**config.mk**
```make
export PLATFORM = sky130hd
export DESIGN_NAME = memory_bus_router
export DESIGN_NICKNAME = d
export VERILOG_FILES = /design/src/rtl/memory_bus_router.sv
export SDC_FILE = /design/constraint.sdc
export NUM_CORES = 1
export LEC_CHECK = 0
export CAP_MARGIN = 15
export CORE_MARGIN = 2
export CORE_UTILIZATION = 30
export CTS_CLUSTER_SIZE = 25
export DETAILED_ROUTE_END_ITERATION = 10
export PLACE_DENSITY = 0.66
export SLEW_MARGIN = 10
export SYNTH_ARGS = -nofsm -noshare
export SYNTH_HDL_FRONTEND = slang
export SYNTH_SLANG_ARGS = --single-unit
```
**constraint.sdc**
```tcl
create_clock -name clk -period 3 [get_ports clk]
set_input_delay 0.9 -clock clk [delete_from_list [all_inputs] [get_ports clk]]
set_output_delay 0.9 -clock clk [all_outputs]
set_load 0.02 [all_outputs]
```
**src/rtl/memory_bus_router.sv**
```systemverilog
// CPU memory bus router: decodes the CPU address into one of NUM_REGIONS slave
// regions, stalls the CPU until the selected slave is ready, and aborts hung accesses.
module memory_bus_router #(
    parameter int                    ADDR_WIDTH       = 24,
    parameter int                    DATA_WIDTH       = 8,
    parameter int                    NUM_REGIONS      = 4,
    parameter int                    REGION_LSB       = 14,
    parameter int                    HIGH_PAGE_REGION = 3,
    parameter int                    TIMEOUT_CYCLES   = 255,
    parameter logic [DATA_WIDTH-1:0] FILL_DATA        = '1
) (
    input  logic                              clk,
    input  logic                              reset,
    input  logic [ADDR_WIDTH-1:0]             address,
    input  logic [DATA_WIDTH-1:0]             data_in,
    output logic [DATA_WIDTH-1:0]             data_out,
    input  logic                              bus_enable,
    input  logic                              write_enable,
    output logic                              bus_halt,
    output logic                              bus_error,
    output logic [ADDR_WIDTH-1:0]             slave_address,
    output logic [DATA_WIDTH-1:0]             slave_data_out,
    output logic [NUM_REGIONS-1:0]            slave_enable,
    output logic [NUM_REGIONS-1:0]            slave_write_enable,
    input  logic [NUM_REGIONS*DATA_WIDTH-1:0] slave_data_in,
    input  logic [NUM_REGIONS-1:0]            slave_ready,
    output logic [1:0]                        state_dbg
);

    localparam int RW = $clog2(NUM_REGIONS);
    localparam int CW = $clog2(TIMEOUT_CYCLES + 1);

    typedef enum logic [1:0] {
        IDLE   = 2'd0,
        ACCESS = 2'd1,
        DONE   = 2'd2
    } state_t;

    state_t                state_q, state_d;
    logic [RW-1:0]         region_q, region_dec;
    logic                  write_q;
    logic                  err_q;
    logic [CW-1:0]         count_q;
    logic                  start, finish, timed_out;
    logic                  ready_sel;
    logic [DATA_WIDTH-1:0] rdata_sel;

    assign state_dbg = state_q;
    assign ready_sel = slave_ready[region_q];
    assign rdata_sel = slave_data_in[int'(region_q)*DATA_WIDTH +: DATA_WIDTH];

    // Any address above the low 64 KiB page is routed to the high-page region.
    always_comb begin
        region_dec = address[REGION_LSB +: RW];
        if (address[ADDR_WIDTH-1:16] != '0)
            region_dec = RW'(HIGH_PAGE_REGION);
    end

    always_ff @(posedge clk or negedge reset) begin
        if (!reset)
            state_q <= IDLE;
        else
            state_q <= state_d;
    end

    always_comb begin
        state_d   = state_q;
        start     = 1'b0;
        finish    = 1'b0;
        timed_out = 1'b0;
        bus_halt  = 1'b0;
        bus_error = 1'b0;
        case (state_q)
            IDLE: begin
                bus_halt = bus_enable;
                if (bus_enable) begin
                    start   = 1'b1;
                    state_d = ACCESS;
                end
            end
            ACCESS: begin
                bus_halt = 1'b1;
                // A ready arriving on the final allowed cycle beats the timeout.
                if (ready_sel) begin
                    finish  = 1'b1;
                    state_d = DONE;
                end else if (count_q == CW'(TIMEOUT_CYCLES - 1)) begin
                    finish    = 1'b1;
                    timed_out = 1'b1;
                    state_d   = DONE;
                end
            end
            DONE: begin
                bus_error = err_q;
                state_d   = IDLE;
            end
            default: state_d = IDLE;
        endcase
    end

    always_ff @(posedge clk or negedge reset) begin
        if (!reset) begin
            data_out           <= '0;
            slave_address      <= '0;
            slave_data_out     <= '0;
            slave_enable       <= '0;
            slave_write_enable <= '0;
            region_q           <= '0;
            write_q            <= 1'b0;
            err_q              <= 1'b0;
            count_q            <= '0;
        end else begin
            if (start) begin
                slave_address      <= address;
                slave_data_out     <= data_in;
                write_q            <= write_enable;
                region_q           <= region_dec;
                count_q            <= '0;
                err_q              <= 1'b0;
                slave_enable       <= NUM_REGIONS'(1) << region_dec;
                slave_write_enable <= write_enable ? (NUM_REGIONS'(1) << region_dec) : '0;
            end else if (state_q == ACCESS) begin
                count_q <= count_q + 1'b1;
                if (finish) begin
                    slave_enable       <= '0;
                    slave_write_enable <= '0;
                    err_q              <= timed_out;
                    // Timed-out writes are simply dropped; reads return filler.
                    if (!write_q)
                        data_out <= timed_out ? FILL_DATA : rdata_sel;
                end
            end else if (state_q == DONE) begin
                err_q <= 1'b0;
            end
        end
    end

endmodule

```
==> results.toml, run 1 <==
[placement]
postPlaceCellArea_um2 = 4220
dp_hpwl_mm = 5.39
port_buffers = 123
globalplace.congestion = 0.730

[sta]
fmax_mhz = 356
maxSlewViolCount = 0
period_minus_slack_ns = 2.81
max-slew-margin-rel_pct = 58.0
finalHoldViolCount = 0
fin_tns_setup_ns = 0
worst_pin_slew_ns = 0.630
fin_crit_sh_pct = 93.6
timing.hold.ws_ns = 0.475
setup_viol = 0
finClkSkew_ns = 0.00530
rsz0062_at_grt = "false"

[status]
status = "finished, final reports clean"

[floorplan]
floorplan.initialDensity_pct = 30.8
io_pins = 124
die_area_um2 = 10200
die_w_um = 101
coreArea_um2 = 9200
core.rowCount = 35
fp.dieH_um = 101

[global_route]
grt_max_degree = 39
grt_pass1_vias = 2597
grt_pass1_wl_mm = 12.4
grtUsageTotal_pct = 15.3
grt.overflow.total = 0
grt_antenna_before_repair = 0

[clocking]
insertion_delay_ns = 0.33
clock_sinks = 62
cts_buffers = 9
cts_tree = "built"
cts-root-buf = "clkbuf_8"
cts.reportedPaths.clkPinSlew_ns = 0.07
cts_max_path_buffers = 2
cts_max_level = 3

[logic_synthesis]
synth_seq_cells = 62
netlist_area_um2 = 2830
yosysSeqAreaShare_pct = 54.8
synth_compound_area_share_pct = 6.86
syn_nets = 359
synthFlopType = "dfrtp_1"
synth_top_family_by_area = "simple AND/OR/NAND/NOR gates"
synth_xor_area_share_pct = 0
synth_fa_ha_area_share_pct = 0.885
synth-async-reset-ratio_pct = 100
ys_types = 32
synth_warnings = 0
syn_avg_cell_area_um2 = 9.93
syn-instance-count = 285
synth_enable_flop_cells = 0
synth-simple-area-share_pct = 22.2
synth.mux.area_fraction_pct = 11.8

[finish]
drive_above_1_share_pct = 9.03
seq_area_um2 = 1550
num_antenna_cells = 0
num-nets-final = 490
fin_area_um2 = 4410
multiInputGateArea_um2 = 1180
fill_cells = 891
area.growth.synth_to_final_pct = 55.9

[drt]
drtPass1Iterations = 4
drt_wl_total_mm = 7.44
antenna_left = 0
drt-wirelength-per-cell_um = 14.0
drc = 0
vias_per_cell = 4.69
vias = 2496
dr.first_iter.drc_count = 107

[worst_setup_path]
endpoint_kind = "output pin"
critPathSlowestCell = "clkdlybuf4s50_1"
worstSetupPathType = "in -> out"
critPathBufInv = 3
path_cells = "clkdlybuf4s50_1 -> o21ai_0 -> inv_1 -> dlygate4sd2_1"
path_max_fanout = 2
required_ns = 2.10
critPathTopFamily = "buffers and inverters"
worst_path_largest_cell_delay_ns = 0.42
startpoint_type = "input port"
crit_arrival_ns = 1.91

[pwr]
power_density_nw_per_um2 = 889
ir_worst_vdd_uv = 448
power_leakage_nw = 2.01

[min_path]
hold_path.class = "reg -> reg"

[job]
maxCapViolations = 0
cell usage in the layout, fill, tap and decap left out, drive strengths merged, types with 2 or more instances in the layout:
cell type	count
inv	11
clkinv	2
o21ai	13
clkdlybuf4s50	121
nand3	4
a22o	4
and3	3
buf	10
ha	2
mux4	9
nand2	112
clkinvlp	3
clkbuf	10
a32o	4
nor4	3
nand4	3
a31oi	2
mux2i	12
or3	2
nor2	16
a21o	2
dfrtp	62
worst register-to-register path: cells and delay by family, from the launching register on:
kind            cells  cell delay, ns
simple gates        2            0.65
flops               1            0.41
buf+inv             2            0.30
compound gates      1            0.28
mux                 1            0.21
fa+ha+maj           1            0.14
timing repair:
action	CTS	global route
setup endpoints to repair	1	0
buffers inserted	0	0
hold buffers	0	0
gates resized for setup	1	0
flip-flops by register name, summed over array words and instances (netlist names):
signal              count
region_q                2
slave_enable            4
slave_data_out          8
count_q                 8
state_dbg               2
write_q                 1
data_out                8
err_q                   1
slave_address          24
slave_write_enable      4
cells by family (layout without fill, tap and decap cells):
logic type,Yosys count,count (layout)
AOI/OAI and AO/OA,26,26
adders and majority gates,2,2
buffers and inverters,23,159
DFF,62,62
muxes,22,22
and+or+nand+nor,150,150
metal layers:
| metal | routed length [µm] | track usage (%) |
|---|---|---|
| met1 | 3340 | 19.6 |
| met2 | 3450 | 24.5 |
| met3 | 547 | 4.79 |
| met4 | 103 | 5.61 |
| met5 | 0 | 0 |
final timing paths:
| kind | startpoint | slack (ns) | end | depth (start not counted) |
|---|---|---|---|---|
| setup / recovery | bus_enable | 0.19 | bus_halt | 4 |
| hold / removal | slave_data_out[3] | 0.48 | slave_data_out[3] | 2 |
| setup reg to reg | count_q[0] | 0.92 | data_out[7] | 7 |
| hold reg to reg | slave_data_out[3] | 0.48 | slave_data_out[3] | 2 |
| max in group asynchronous | reset | 1.80 | region_q[0] | 2 |
| min in group asynchronous | reset | 0.59 | slave_data_out[2] | 1 |
layout make-up:
type / instances / area share [%]
multi-input cells: 200 / 26.8
clock inverters: 6 / 1.42
repair buffers: 132 / 29.6
flip-flops and latches: 62 / 35.2
clock buffers: 10 / 2.89
well taps: 111 / 3.15
inverters: 11 / 0.936
Yosys cell counts, types with 2 or more instances:
cell	count	area (µm²)
nand2_1	112	420
dfrtp_1	62	1550
nor2_1	16	60.1
o21ai_0	13	65.1
mux2i_1	12	120
inv_1	11	41.3
mux4_2	9	203
clkbuf_1	8	30.0
a22o_1	4	35.0
a32o_1	4	40.0
nand3_1	4	20.0
and3_1	3	18.8
nand4_1	3	18.8
a21o_1	2	15.0
a31oi_1	2	12.5
buf_1	2	7.51
ha_1	2	25.0
nor4_1	2	12.5
per-stage QoR:
stage	setup slack [ns]	util, %	power [mW]	instances
4_1_cts	0.177	47.9	3.98	532
3_5_place_dp	-0.0428	45.9	3.25	516
6_report	0.192	47.9	3.92	532
3_3_place_gp	-0.0252	45.9	3.21	516
2_1_floorplan	0.669	-	2.34	285
5_1_grt	0.0867	47.9	4.22	532
power breakdown:
part / total (mW) / switching (mW) / internal, mW
logic: 1.83 / 0.965 / 0.860
registers: 1.38 / 0.226 / 1.15
clock network: 0.714 / 0.334 / 0.381
Note: power is estimated with default switching activity, not from simulation.
==> run 2: changes to the inputs <==
CTS_BUF_LIST = sky130_fd_sc_hd__clkbuf_16   (was not set)
==> run 2 against run 1 <==
Wire length fell by 0.23%. Total power up 7.3%. Flip-flop and latch count did not move. Utilization up 1.1 points. Fmax about the same. Clock power up 40%. Setup slack barely moved. Final cell count is the same. Worst hold slack lost 0.0037 ns. Critical endpoint unchanged. Largest power group unchanged.
==> results.toml, run 2 (synthesis results as in run 1) <==
[clocking]
cts_max_level = 3
clock_sinks = 62
cts_tree = "built"
cts-root-buf = "clkbuf_16"
insertion_delay_ns = 0.32
postCtsSetupBuffers = 0
cts_max_path_buffers = 2
cts_buffers = 9
cts.reportedPaths.clkPinSlew_ns = 0.05

[drt]
drc = 0
drt-wirelength-per-cell_um = 13.9
drt_wl_total_mm = 7.42
dr.first_iter.drc_count = 101
vias_per_cell = 4.70
antenna_left = 0
vias = 2502
drtPass1Iterations = 4

[pwr]
intPower_mw = 2.65
ir_worst_vdd_uv = 458
power_leakage_nw = 2.06
power_density_nw_per_um2 = 932
pwr-share-comb_pct = 43.4
total_power_mw = 4.20
power_frac_seq_pct = 32.9
power.switching_mw = 1.55
p_clk_share_pct = 23.8
p_sw_share_pct = 36.9

[sta]
maxSlewViolCount = 0
max-slew-margin-rel_pct = 57.8
finClkSkew_ns = 0.00446
period_minus_slack_ns = 2.81
layout_setup_ws_ns = 0.192
setup_viol = 0
fmax_mhz = 356
worst_pin_slew_ns = 0.632
rsz0062_at_grt = "false"
finalHoldViolCount = 0
fin_crit_sh_pct = 93.6

[finish]
num-nets-final = 490
drive_above_1_share_pct = 9.03
fill_cells = 893
regMostFlops = "slave_address"
largest_register_ffs = 24
layout_commonest_cell = "clkdlybuf4s50_1"
mostFrequentLayoutCells = "121 x clkdlybuf4s50_1, 112 x nand2_1, 62 x dfrtp_1, 16 x nor2_1, 13 x o21ai_0"
area.growth.synth_to_final_pct = 59.4
num_antenna_cells = 0

[worst_setup_path]
endpoint_kind = "output pin"
required_ns = 2.10
crit_arrival_ns = 1.91
startpoint_type = "input port"
worstSetupPathType = "in -> out"
path_max_fanout = 2

[global_route]
grt.overflow.total = 0
grt_antenna_before_repair = 0
grt_max_degree = 39
grtUsageTotal_pct = 15.4
grt_pass1_wl_mm = 12.4
grt_pass1_vias = 2603

[floorplan]
core.rowCount = 35
coreArea_um2 = 9200
die_area_um2 = 10200
floorplan.initialDensity_pct = 30.8
io_pins = 124
fp.dieH_um = 101
die_w_um = 101

[placement]
globalplace.congestion = 0.730
dp_hpwl_mm = 5.39
port_buffers = 123
dp_slack_ns = -0.0428

[min_path]
hold_path.class = "reg -> reg"

[job]
maxCapViolations = 0

[status]
status = "finished, final reports clean"
-- run 2: cell count changes in the layout (fill, tap and decap cells not counted), sizes merged --
cell    before  now
inv         11   12
clkbuf      10    9
-- run 2: layer usage --
layer / vias to the layer above / share of wire, % / GRT usage [%] / wire length, µm
met5: - / 0 / 0 / 0
met4: 0 / 0.63 / 4.89 / 47
met3: 5 / 8.0 / 5.83 / 594
met2: 83 / 47 / 24.3 / 3500
met1: 1193 / 44 / 19.7 / 3280
li1: 1221 / - / - / -
-- run 2: through the flow --
step                      area (µm²)  hold WS (ns)  setup TNS, ns  cells  utilization (%)
final                           4510         0.472              0    532             49.0
after global routing            4510         0.499              0    532             49.0
after floorplan                 2830         0.448              0    285                -
after global placement          4220         0.459        -0.0252    516             45.9
after CTS                       4510         0.479              0    532             49.0
after detailed placement        4220         0.466        -0.0428    516             45.9
-- run 2: layout make-up --
cell class | instances | area (µm²) | area share (%)
inverters | 11 | 41.3 | 0.915
clock inverters | 7 | 66.3 | 1.47
clock buffers | 9 | 225 | 4.99
multi-input cells | 200 | 1180 | 26.2
repair buffers | 132 | 1310 | 28.9
well taps | 111 | 139 | 3.08
flip-flops and latches | 62 | 1550 | 34.4
-- run 2: path summary, 6_finish.rpt --
check	from	endpoint	slack (ns)	cells past startpoint
worst max register to register	count_q[0]	data_out[7]	0.93	7
max in group asynchronous	reset	data_out[3]	1.78	2
worst min register to register	slave_data_out[3]	slave_data_out[3]	0.47	2
worst min-delay path	slave_data_out[3]	slave_data_out[3]	0.47	2
worst max-delay path	bus_enable	bus_halt	0.19	4
min in group asynchronous	reset	slave_data_out[1]	0.60	1
-- run 2: repair_timing --
action | CTS | global route
hold buffers | 0 | 0
endpoints found under the setup margin | 1 | 0
resized for setup | 1 | 0
-- run 2: power groups by stage --
stage / clock network (mW) / logic, mW / registers [mW]
2_1_floorplan: 0 / 0.636 / 1.70
3_3_place_gp: 0 / 1.83 / 1.38
3_5_place_dp: 0 / 1.86 / 1.39
4_1_cts: 1.03 / 1.86 / 1.39
5_1_grt: 1.08 / 2.00 / 1.43
6_report: 0.999 / 1.82 / 1.38
-- run 2: critical path: stages --
cell	delay, ns
clkdlybuf4s50_1	0.42
o21ai_0	0.21
inv_1	0.06
dlygate4sd2_1	0.32
==> run 3: changes to the inputs <==
SKIP_LAST_GASP = 1   (was not set)
==> results of run 3 <==
Same layout as run 2: the final DEF is identical, and so are final timing and power.
